--- src/rtl/serial_uart_tx.sv ---
// Byte-wide UART transmitter with an internal FIFO; 8N1 frames on tx.
// Define SERIAL_UART_TX_PARITY_EN to insert an even-parity bit (8E1).
module serial_uart_tx #(
    parameter int unsigned CLKS_PER_BIT = 434,
    parameter int unsigned FIFO_AW      = 3
) (
    input  logic       clock,
    input  logic       reset_n,
    input  logic [7:0] data_in,
    input  logic       write,
    output logic       full,
    output logic       tx,
    output logic       busy
);

    localparam int unsigned DEPTH  = 1 << FIFO_AW;
    localparam int unsigned BAUD_W = (CLKS_PER_BIT > 2) ? $clog2(CLKS_PER_BIT) : 1;
    localparam logic [BAUD_W-1:0]  BAUD_LAST = BAUD_W'(CLKS_PER_BIT - 1);
    localparam logic [FIFO_AW:0]   CNT_FULL  = (FIFO_AW + 1)'(DEPTH);

    typedef enum logic [2:0] {
        IDLE,
        START,
        DATA,
`ifdef SERIAL_UART_TX_PARITY_EN
        PARITY,
`endif
        STOP
    } stateT;

    logic [7:0]        mem [DEPTH];
    logic [FIFO_AW:0]  wrPtr, rdPtr, count, countNext;
    logic              push, pop, fifoEmpty;
    logic [7:0]        head;
    logic              unusedPtrMsb;

    stateT             state, stateNext;
    logic [BAUD_W-1:0] baudCnt, baudNext;
    logic [2:0]        bitIdx, bitNext;
    logic [7:0]        shiftReg, shiftNext;
    logic              txNext;
    logic              bitEnd;

    assign push         = write && !full;
    assign fifoEmpty    = (count == '0);
    assign head         = mem[rdPtr[FIFO_AW-1:0]];
    assign bitEnd       = (baudCnt == BAUD_LAST);
    assign busy         = (state != IDLE) || !fifoEmpty;
    // Pointers run free; only the low FIFO_AW bits address the buffer.
    assign unusedPtrMsb = wrPtr[FIFO_AW] ^ rdPtr[FIFO_AW];

    always_comb begin
        countNext = count;
        case ({push, pop})
            2'b10:   countNext = count + 1'b1;
            2'b01:   countNext = count - 1'b1;
            default: countNext = count;
        endcase
    end

    always_ff @(posedge clock) begin
        if (push) mem[wrPtr[FIFO_AW-1:0]] <= data_in;
    end

    always_ff @(posedge clock) begin
        if (!reset_n) begin
            wrPtr <= '0;
            rdPtr <= '0;
            count <= '0;
            full  <= 1'b0;
        end else begin
            if (push) wrPtr <= wrPtr + 1'b1;
            if (pop)  rdPtr <= rdPtr + 1'b1;
            count <= countNext;
            full  <= (countNext == CNT_FULL);
        end
    end

`ifdef SERIAL_UART_TX_PARITY_EN
    // Parity is latched at pop time because the shift register is consumed.
    logic parityBit;
    always_ff @(posedge clock) begin
        if (!reset_n)  parityBit <= 1'b0;
        else if (pop)  parityBit <= ^head;
    end
`endif

    always_comb begin
        stateNext = state;
        baudNext  = baudCnt;
        bitNext   = bitIdx;
        shiftNext = shiftReg;
        txNext    = tx;
        pop       = 1'b0;
        case (state)
            IDLE: begin
                baudNext = '0;
                txNext   = 1'b1;
                if (!fifoEmpty) begin
                    pop       = 1'b1;
                    shiftNext = head;
                    bitNext   = '0;
                    stateNext = START;
                    txNext    = 1'b0;
                end
            end
            START: begin
                if (bitEnd) begin
                    baudNext  = '0;
                    stateNext = DATA;
                    txNext    = shiftReg[0];
                end else begin
                    baudNext = baudCnt + 1'b1;
                end
            end
            DATA: begin
                if (bitEnd) begin
                    baudNext  = '0;
                    shiftNext = shiftReg >> 1;
                    if (bitIdx == 3'd7) begin
`ifdef SERIAL_UART_TX_PARITY_EN
                        stateNext = PARITY;
                        txNext    = parityBit;
`else
                        stateNext = STOP;
                        txNext    = 1'b1;
`endif
                    end else begin
                        bitNext = bitIdx + 1'b1;
                        txNext  = shiftReg[1];
                    end
                end else begin
                    baudNext = baudCnt + 1'b1;
                end
            end
`ifdef SERIAL_UART_TX_PARITY_EN
            PARITY: begin
                if (bitEnd) begin
                    baudNext  = '0;
                    stateNext = STOP;
                    txNext    = 1'b1;
                end else begin
                    baudNext = baudCnt + 1'b1;
                end
            end
`endif
            STOP: begin
                if (bitEnd) begin
                    baudNext = '0;
                    if (!fifoEmpty) begin
                        pop       = 1'b1;
                        shiftNext = head;
                        bitNext   = '0;
                        stateNext = START;
                        txNext    = 1'b0;
                    end else begin
                        stateNext = IDLE;
                        txNext    = 1'b1;
                    end
                end else begin
                    baudNext = baudCnt + 1'b1;
                end
            end
            default: begin
                stateNext = IDLE;
                baudNext  = '0;
                txNext    = 1'b1;
            end
        endcase
    end

    always_ff @(posedge clock) begin
        if (!reset_n) begin
            state    <= IDLE;
            baudCnt  <= '0;
            bitIdx   <= '0;
            shiftReg <= '0;
            tx       <= 1'b1;
        end else begin
            state    <= stateNext;
            baudCnt  <= baudNext;
            bitIdx   <= bitNext;
            shiftReg <= shiftNext;
            tx       <= txNext;
        end
    end

endmodule

--- config.mk ---
export PLATFORM = sky130hd
export DESIGN_NAME = serial_uart_tx
export DESIGN_NICKNAME = d
export VERILOG_FILES = /design/src/rtl/serial_uart_tx.sv
export SDC_FILE = /design/constraint.sdc
export NUM_CORES = 1
export LEC_CHECK = 0
export BUFFER_PORTS_ARGS = -buffer_cell sky130_fd_sc_hd__buf_4
export CORE_UTILIZATION = 35
export CTS_CLUSTER_SIZE = 24
export DETAILED_ROUTE_END_ITERATION = 10
export SYNTH_ARGS = -nofsm -noshare
export SYNTH_HDL_FRONTEND = slang
export SYNTH_SLANG_ARGS = --single-unit
--- constraint.sdc ---
create_clock -name clock -period 3.3 [get_ports clock]
set_input_delay 0.99 -clock clock [delete_from_list [all_inputs] [get_ports clock]]
set_output_delay 0.99 -clock clock [all_outputs]
set_load 0.01 [all_outputs]
==> results.cfg <==
[status]
status = finished, violations left
violations = DRC

[clock_network]
cts_made_buffers = 9
htree_levels = 3
clock-sinks = 101
ctsHoldBuffers = 0
cts-resized-gates = 0
clk_pin_slew_ns = 0.07
cts_root_buf = clkbuf_16
post_cts_buffers = 0
clockBufferDepth = 2
tritoncts = built
insertion_delay_ns = 0.35

[hold_path]
min_path_type = reg -> reg
min_to = baudCnt[0]$_SDFF_PP0_
worst_hold_path.num_cells = 1
min_from = baudCnt[0]$_SDFF_PP0_

[yosys]
yosysWarnings = 0
ys_seq_area_share_pct = 62.6
synth.ff_latch_count = 101
synthCells = 302
syn-num-nets = 327
syn_area_mm2 = 0.00425
async_reset_ff_share_pct = 0
synthDistinctLibCells = 51
synth_area_per_cell_um2 = 14.1
synth_edf_count = 64
ys.flop_type = edfxtp_1

[critical_path]
cp_max_fo = 6
r2r_end = full$_SDFF_PN0_
endpoint_kind = register
worst_setup_path_start_kind = register
r2r_start = baudCnt[1]$_SDFF_PP0_
rrSetupSlack_ns = 0.61
crit_required_ns = 3.57
critical_path_class = reg -> reg
r2r_cells = 13
critPathArrivalTime_ns = 2.95

[die]
coreArea_mm2 = 0.0116
dieArea_mm2 = 0.0126
die_h_um = 112
die_w_um = 112
io_pins = 14
initial_core_util_pct = 36.6
rows = 39

[detailed_routing]
drt-vias-per-instance = 5.15
drtIter0Drc = 162
wl_mm = 7.59
wl_per_cell_um = 16.0
drcViolationCount = 1
first_pass_iters = 7
vias = 2444
ant_nets = 0

[timing]
finalSetupTns_ns = 0
grt_setup_unrepaired = no
fmax_ghz = 0.372
hold_violations = 0
finClkSkew_ns = 0.0106
relSlewSlack_pct = 48.9
finalSetupViolCount = 0
worst_pin_slew_ns = 0.765
report.final.slew_viol_count = 0
final.setup.worst_slack_ns = 0.613
min_period_ns = 2.69
timing.final.crit_share_pct = 81.4

[global_routing]
first_global_vias = 2443
antenna_found_initial = 0
grt_pass1_wl_mm = 12.5
grt_overflow_total = 0
grt_use_total_pct = 13.4
grt_max_degree = 24

[flow_run]
max_cap_violations = 0

[finish]
n_fill_cell = 1064
multi_input_area_mm2 = 0.00148
nNetsFinal = 352
syn2layout_area_growth_pct = 14.5
final_cell_mix = edfxtp_1 (64), dfxtp_1 (37), buf_4 (24), nor2_1 (23), nand2_1 (18)
fin_area_mm2 = 0.00487
drive_gt1_share_pct = 19.9
ff_latch_area_mm2 = 0.00266
final_common_cell = edfxtp_1
n_antenna_cell = 0

[placement]
globalplace.congestion = 0.756
placed_cell_area_mm2 = 0.00455
io_buffers = 13
dp_slack_ns = 0.371
place_hpwl_mm = 4.95

[pwr]
p_per_area_mw_per_mm2 = 767
leakagePower_nw = 1.70
vdd_drop_max_v = 0.000412
state kept, by name (all words and copies together), names as in the netlist, 2 cells and up, named ones only:
signal,cells
count,4
baudCnt,9
bitIdx,3
state,2
shiftReg,8
mem,64
rdPtr,3
wrPtr,3
stage by stage:
step                util (%)  std cells  hold WS (ns)  total power [mW]
floorplan                  -        302         0.433              2.37
global placement        39.2        459         0.450              2.63
detailed placement      39.2        459         0.465              2.66
CTS                     41.9        475         0.479              3.78
global route            41.9        475         0.500              3.96
finish                  41.9        475         0.471              3.74
cell families (layout without fill, tap and decap cells):
kind of cell | after synthesis | in the layout | synth area share, %
AND/OR/NAND/NOR | 79 | 79 | 9.71
buffers and inverters | 24 | 54 | 2.68
AO/OA/AOI/OAI | 49 | 49 | 8.24
multiplexers | 24 | 24 | 10.4
adder cells (fa/ha/maj) | 14 | 14 | 4.12
flip-flops | 101 | 101 | 62.6
XOR/XNOR | 11 | 11 | 2.27
how the worst max path moves through the flow:
stage	from	endpoint	cells after the start
after floorplan	write	full$_SDFF_PN0_	9
after global placement	write	full$_SDFF_PN0_	10
after detailed placement	write	full$_SDFF_PN0_	10
after CTS	baudCnt[1]$_SDFF_PP0_	full$_SDFF_PN0_	13
after global routing	baudCnt[1]$_SDFF_PP0_	full$_SDFF_PN0_	13
final	baudCnt[1]$_SDFF_PP0_	full$_SDFF_PN0_	13
critical path, cell delays in order, from the launching register on:
cell      delay (ns)
dfxtp_1         0.35
inv_1           0.05
ha_1            0.16
and4b_1         0.24
a31oi_1         0.30
nor3_2          0.08
buf_4           0.17
ha_1            0.23
xor2_1          0.16
ha_1            0.18
a21oi_1         0.15
mux2i_1         0.23
xnor2_1         0.10
a211oi_1        0.21
layout make-up:
type / instances / share of cell area, %
flip-flops and latches: 101 / 54.7
multi-input cells: 177 / 30.3
clock buffers: 9 / 4.62
repair buffers: 24 / 3.70
well taps: 143 / 3.67
clock inverters: 7 / 1.95
inverters: 14 / 1.08
power by group:
part	switching (mW)	leakage [nW]	total, mW	internal (mW)
Sequential	0.0822	0.883	1.54	1.46
Clock	0.501	0.157	1.11	0.612
Combinational	0.592	0.662	1.09	0.493
routing by layer:
metal	global-route usage, %	up-vias	routed length (um)
met2	22.0	19	3610
li1	-	1193	-
met4	5.24	0	143
met3	4.21	10	201
met1	16.4	1222	3640
met5	0	-	0
Yosys cell counts, types with 2 or more instances:
master	count	share of area, %
nor2b_1	3	0.44
nor3_2	2	0.47
a32o_1	2	0.47
ha_1	14	4.1
xnor2_1	7	1.4
nor3_1	4	0.47
o21ai_0	4	0.47
nor4_1	2	0.29
edfxtp_1	64	45
mux2i_1	7	1.6
a211oi_1	2	0.35
a2111o_1	2	0.53
a21boi_0	2	0.35
nand3_1	5	0.59
clkbuf_1	6	0.53
and2_1	3	0.44
a22o_1	8	1.6
inv_1	14	1.2
nor2_1	23	2.0
o22ai_1	7	1.0
nand2b_1	8	1.2
nand2_1	18	1.6
xor2_1	4	0.82
mux4_2	16	8.5
buf_6	3	0.79
a21oi_1	11	1.3
dfxtp_1	37	17
Power figures use the tool's default switching activity.
